**src/rtl/rf_nrsw_pkg.sv**
```systemverilog
// Shared types and helpers for the N-read / single-write register file.
package rf_pkg;

  typedef enum logic {RF_IDLE, RF_CLEAR} rf_clr_state_t;

  function automatic int rf_depth(input int aw);
    return 1 << aw;
  endfunction

endpackage

```
**src/rtl/rf_nrsw_if.sv**
```systemverilog
// Bundle between operand-fetch/writeback (to_rf) and the register file (from_rf).
interface rf_nrsw_intf #(
  parameter int addr_w = 5,
  parameter int data_w = 32,
  parameter int n_rd   = 2
);

  logic                     RdWe;
  logic [addr_w-1:0]        RdAddr;
  logic [data_w-1:0]        RdData;
  logic [n_rd-1:0]          RsRe;
  logic [n_rd*addr_w-1:0]   RsAddr;
  logic [n_rd*data_w-1:0]   RsData;
  logic                     ClrReq;
  logic                     Busy;

  modport to_rf (
    output RdWe, RdAddr, RdData, RsRe, RsAddr, ClrReq,
    input  RsData, Busy
  );

  modport from_rf (
    input  RdWe, RdAddr, RdData, RsRe, RsAddr, ClrReq,
    output RsData, Busy
  );

endinterface

```
**src/rtl/rf_nrsw_clr_seq.sv**
```systemverilog
// Clear sequencer: sweeps every entry to zero after reset or on ClrReq.
module rf_clr_seq
  import rf_pkg::*;
#(
  parameter int addr_w = 5
) (
  input  logic              Clk,
  input  logic              Rst,
  input  logic              ClrReq,
  output logic              Busy,
  output logic              ClrWe,
  output logic [addr_w-1:0] ClrAddr
);

  rf_clr_state_t     state, state_nxt;
  logic [addr_w-1:0] cnt, cnt_nxt;

  always_ff @(posedge Clk or posedge Rst) begin
    if (Rst) begin
      state <= RF_CLEAR;
      cnt   <= '0;
    end else begin
      state <= state_nxt;
      cnt   <= cnt_nxt;
    end
  end

  // The last entry is depth-1, i.e. all ones; requests mid-sweep are ignored.
  always_comb begin
    state_nxt = state;
    cnt_nxt   = cnt;
    case (state)
      RF_CLEAR: begin
        if (cnt == '1) begin
          state_nxt = RF_IDLE;
          cnt_nxt   = '0;
        end else begin
          cnt_nxt = cnt + addr_w'(1);
        end
      end
      RF_IDLE: begin
        if (ClrReq) begin
          state_nxt = RF_CLEAR;
          cnt_nxt   = '0;
        end
      end
      default: begin
        state_nxt = RF_CLEAR;
        cnt_nxt   = '0;
      end
    endcase
  end

  assign Busy    = (state == RF_CLEAR);
  assign ClrWe   = Busy;
  assign ClrAddr = cnt;

endmodule

```
**src/rtl/rf_nrsw.sv**
```systemverilog
// N-read / single-write register file with registered, write-first read ports
// and a hardware clear sweep that owns the write path while Busy is high.
module rf_nrsw
  import rf_pkg::*;
#(
  parameter int addr_w   = 5,
  parameter int data_w   = 32,
  parameter int n_rd     = 2,
  parameter bit zero_reg = 1'b1
) (
  input logic          Clk,
  input logic          Rst,
  rf_nrsw_intf.from_rf bus
);

  localparam int depth = rf_depth(addr_w);

  logic [data_w-1:0] mem [depth];

  logic              busy;
  logic              clr_we;
  logic [addr_w-1:0] clr_addr;
  logic              wr_en;
  logic [addr_w-1:0] wr_addr;
  logic [data_w-1:0] wr_data;

  rf_clr_seq #(.addr_w(addr_w)) u_clr_seq (
    .Clk     (Clk),
    .Rst     (Rst),
    .ClrReq  (bus.ClrReq),
    .Busy    (busy),
    .ClrWe   (clr_we),
    .ClrAddr (clr_addr)
  );

  assign bus.Busy = busy;

  // User writes are dropped, not queued, while the sweep owns the array.
  always_comb begin
    wr_en   = bus.RdWe && !(zero_reg && (bus.RdAddr == '0));
    wr_addr = bus.RdAddr;
    wr_data = bus.RdData;
    if (busy) begin
      wr_en   = clr_we;
      wr_addr = clr_addr;
      wr_data = '0;
    end
  end

  always_ff @(posedge Clk) begin
    if (wr_en) begin
      mem[wr_addr] <= wr_data;
    end
  end

  for (genvar i = 0; i < n_rd; i++) begin : g_rd
    logic [addr_w-1:0] ra;
    logic [data_w-1:0] sel;
    logic [data_w-1:0] q;

    assign ra = bus.RsAddr[i*addr_w +: addr_w];

    // Busy beats the hardwired zero, which beats the same-cycle write bypass.
    always_comb begin
      sel = mem[ra];
      if (busy) begin
        sel = '0;
      end else if (zero_reg && (ra == '0)) begin
        sel = '0;
      end else if (bus.RdWe && (bus.RdAddr == ra)) begin
        sel = bus.RdData;
      end
    end

    always_ff @(posedge Clk or posedge Rst) begin
      if (Rst) begin
        q <= '0;
      end else if (bus.RsRe[i]) begin
        q <= sel;
      end
    end

    assign bus.RsData[i*data_w +: data_w] = q;
  end

endmodule
```
**src/flat_wrapper.sv**
```systemverilog
// flat-port wrapper written by rule: the top's interface ports become plain ports
module rf_nrsw_flat import rf_pkg::*;
#(
  parameter int addr_w   = 5,
  parameter int data_w   = 32,
  parameter int n_rd     = 2,
  parameter bit zero_reg = 1'b1
)
  (Clk, Rst, bus_RdWe, bus_RdAddr, bus_RdData, bus_RsRe, bus_RsAddr, bus_ClrReq, bus_RsData, bus_Busy);
  rf_nrsw_intf #(.addr_w(addr_w), .data_w(data_w), .n_rd(n_rd)) bus_i ();
  input logic Clk;
  input logic Rst;
  input wire logic [$bits(bus_i.RdWe)-1:0] bus_RdWe;
  input wire logic [$bits(bus_i.RdAddr)-1:0] bus_RdAddr;
  input wire logic [$bits(bus_i.RdData)-1:0] bus_RdData;
  input wire logic [$bits(bus_i.RsRe)-1:0] bus_RsRe;
  input wire logic [$bits(bus_i.RsAddr)-1:0] bus_RsAddr;
  input wire logic [$bits(bus_i.ClrReq)-1:0] bus_ClrReq;
  output wire logic [$bits(bus_i.RsData)-1:0] bus_RsData;
  output wire logic [$bits(bus_i.Busy)-1:0] bus_Busy;
  assign bus_i.RdWe = bus_RdWe;
  assign bus_i.RdAddr = bus_RdAddr;
  assign bus_i.RdData = bus_RdData;
  assign bus_i.RsRe = bus_RsRe;
  assign bus_i.RsAddr = bus_RsAddr;
  assign bus_i.ClrReq = bus_ClrReq;
  assign bus_RsData = bus_i.RsData;
  assign bus_Busy = bus_i.Busy;
  rf_nrsw #(.addr_w(addr_w), .data_w(data_w), .n_rd(n_rd), .zero_reg(zero_reg)) u_core (.Clk(Clk), .Rst(Rst), .bus(bus_i));
endmodule
```
**config.mk**
```make
export PLATFORM = sky130hd
export DESIGN_NAME = rf_nrsw_flat
export DESIGN_NICKNAME = d
export VERILOG_FILES = /design/src/rtl/rf_nrsw_pkg.sv /design/src/rtl/rf_nrsw_if.sv /design/src/rtl/rf_nrsw_clr_seq.sv /design/src/rtl/rf_nrsw.sv /design/src/flat_wrapper.sv
export SDC_FILE = /design/constraint.sdc
export NUM_CORES = 1
export LEC_CHECK = 0
export CAP_MARGIN = 20
export CORE_MARGIN = 10
export CORE_UTILIZATION = 56
export CTS_CLUSTER_SIZE = 24
export DETAILED_ROUTE_END_ITERATION = 6
export PLACE_DENSITY_LB_ADDON = 0.3
export SYNTH_ARGS = -nofsm -noshare
export SYNTH_HDL_FRONTEND = slang
export SYNTH_SLANG_ARGS = --single-unit
export TNS_END_PERCENT = 10
```
**constraint.sdc**
```tcl
create_clock -name Clk -period 3.5 [get_ports Clk]
set_input_delay 0.7 -clock Clk [delete_from_list [all_inputs] [get_ports Clk]]
set_output_delay 0.7 -clock Clk [all_outputs]
set_load 0.01 [all_outputs]
```
==> results.md <==
- Register area: 0.0325 mm²
- I/O pin cnt: 118
- Crit-path most repeated cell: buf_4
- Worst skew pair latency: 0.69 ns
- Share of cells above drive strength 1: 0.299
- Share of flip-flops with an asynchronous set or reset: 0.0640
- Synth Cell Area: 0.0505 mm²
- Footprint of the multi-input gates: 0.0170 mm²
- Number of detailed-route iterations in the first pass: 6
- Critical path type: reg2out
- Clock Tree Buf Depth: 3
- Measured slew at the worst slew-check pin: 1.19 ns
- Post-CTS Hold Buffers: 0
- Mapped Cells: 2710
- Pin count of the biggest net entering global routing: 57
- GRT Util Overall: 0.319
- Core area: 0.0897 mm²
- Crit path DAT: 2.72 ns
- Residual DRC: 0
- Seq/Total Area, Yosys: 0.644
- CP endpoint kind: primary output
- H-Tree Depth: 3
- Initial DRC count: 5569
- Layout Nets: 3009
- Total power: 37.7 mW
- First-pass GRT wire length: 235000 µm
- Final ANT Viol Nets: 0
- Final GP Congestion: 0.894
- Final setup fails: 0
- Commonest non-fill, non-tap cells in the layout: edfxtp_1, mux4_2, mux2i_1
- CP required: 2.80 ns
- CP peak stage delay: 0.62 ns
- Startpoint Class: register
- Avg Cell Area, Syn: 18.6 µm²
- Die area: 0.103 mm²
- Final Cycle Share: 0.976
- Synth unique cells: 47
- Die Ht: 320 µm
- Clock skew: 0.0191 ns
- Number of enable flip-flop cells after synthesis: 1024
- Final Routed Wirelength: 165000 µm
- Worst-path clk slew: 0.06 ns
- Vias in the first global route: 33100
- Post-CTS setup buffer count: 0
- Die Wd: 320 µm
- Rows: 110
- Slew margin rel.: 0.183
- Layout area overhead: 16.2%
- TNS Setup: 0 ns
- Final slew viol count: 0
- Max_cap viols: 0
- Largest cells by area after synthesis: edfxtp_1, mux4_2, mux2i_1
- Resized cells post-CTS: 0
- Clk sinks: 1094
- Post-synth top area share: 0.609
- Commonest non-fill, non-tap cell in the layout: edfxtp_1
- Clock root cell: clkbuf_16
- CTS Buf Count: 109
- FF-to-FF End: u_core.mem[9][0]$_DFFE_PP_
- Unrepaired setup endpoints after global routing: no
- Port-buffer cells: 117
- IR Drop Worst-Case VDD: 0.000440 V
- Worst path top cell family by delay: buffers and inverters
- Top FF cell, synth: edfxtp_1
- DR vias: 32600
- Crit path buf inv count: 3
- Dpl hpwl: 100000 µm
- Initial antenna violation count: 1
- FF+latch count, synth: 1094
- Post-synth top area cell: edfxtp_1
- Reg2reg path depth: 7
- Number of synthesis warnings: 0
- Worst R2R Start: u_core.u_clr_seq.Busy$_DFF_PP1_
- TritonCTS clock tree: yes
- Reg2reg setup slack: 0.63 ns
- Status: finished, final reports clean
- Fill count: 5859
- Initial Util: 0.563
- LEAKAGE: 19.7 nW
- Fmax: 293 MHz
- Hold/Removal Path Class: in2async
- Syn nets: 2765
- Average vias per placed instance: 7.72
- Routed WL per cell: 39.0 µm
- Slowest-stage cell, CP: dfstp_2
- Min cycle time layout: 3.42 ns
- Pwr/cell area: 642 mW/mm²
- Critical path peak fanout: 23
- Total grt overflow: 0
- Final hold vios: 0
- Worst-path cell chain: buf_4 > buf_4 > clkdlybuf4s50_1
==> sequential cells by signal, summed over array words and instances, names as in the netlist <==
signal / cells
u_core.g_rd.q: 64
u_core.u_clr_seq.ClrAddr: 5
u_core.u_clr_seq.Busy: 1
u_core.mem: 1024
==> worst max-delay path by stage <==
stage,startpoint,endpoint,slack [ns],depth (start not counted)
floorplan,u_core.u_clr_seq.Busy$_DFF_PP1_,u_core.mem[18][0]$_DFFE_PP_,0.10,5
global placement,bus_RsAddr[6],u_core.g_rd[1].q[4]$_DFFE_PP0P_,0.13,8
detailed placement,bus_RsAddr[5],u_core.g_rd[1].q[24]$_DFFE_PP0P_,0.11,8
CTS,u_core.u_clr_seq.Busy$_DFF_PP1_,bus_Busy,0.11,3
global route,u_core.u_clr_seq.Busy$_DFF_PP1_,bus_Busy,0.07,3
finish,u_core.u_clr_seq.Busy$_DFF_PP1_,bus_Busy,0.08,3
==> power breakdown <==
| part | switching (mW) | internal [mW] | total [mW] |
|---|---|---|---|
| registers | 0.850 | 16.9 | 17.8 |
| clock network | 5.10 | 7.07 | 12.2 |
| logic | 5.01 | 2.77 | 7.78 |
==> metrics by stage <==
stage	std cells	utilization	instance area (µm²)	hold WS (ns)	setup WS (ns)
floorplan	2710	-	50500	0.526	0.104
global placement	4019	0.613	55000	0.475	0.135
detailed placement	4019	0.613	55000	0.482	0.107
CTS	4224	0.654	58700	0.440	0.111
global route	4225	0.654	58700	0.463	0.0661
finish	4225	0.654	58700	0.452	0.0840
==> cells in the mapped netlist, types with 10 or more instances <==
library cell and instances:
o31ai_1 33, buf_4 34, a211oi_1 32, mux2_2 34, buf_6 24, a22o_1 95
a221oi_1 32, xor2_1 10, nand2_1 50, o22ai_1 64, nand4_1 31, mux2i_1 260
clkbuf_1 120, a2111oi_0 60, dfrtp_1 69, o221ai_1 64, a41oi_1 33, mux4_2 383
edfxtp_1 1024, nor2_1 38, o311ai_1 31, inv_1 10, nor2b_1 71, buf_1 18
buf_2 42
==> cell families (layout without fill, tap and decap cells) <==
| group | Yosys count | after routing | synth area share |
|---|---|---|---|
| AND/OR/NAND/NOR | 212 | 212 | 0.0222 |
| other | 0 | 1 | 0 |
| adder cells (fa/ha/maj) | 2 | 2 | 0.000496 |
| buffers and inverters | 248 | 586 | 0.0256 |
| flip-flops | 1094 | 1094 | 0.644 |
| multiplexers | 677 | 677 | 0.230 |
| XOR/XNOR | 12 | 12 | 0.00208 |
| AO/OA/AOI/OAI | 465 | 465 | 0.0758 |
==> area by class of cell <==
cell class | instances | area share
diodes | 1 | 0.0000426
clock buffers | 131 | 0.0486
clock inverters | 74 | 0.0144
inverters | 10 | 0.000682
multi-input cells | 1368 | 0.290
flip-flops and latches | 1094 | 0.554
well taps | 1176 | 0.0251
repair buffers | 371 | 0.0675
==> metal layers <==
metal  up-vias  track usage  share of wire
met5         -            0              0
met4         0        0.179          0.065
met3       670       0.0919           0.14
met2      3158        0.482           0.45
met1     16500        0.414           0.34
li1      12300            -              -
(Power assumes the default switching activity.)
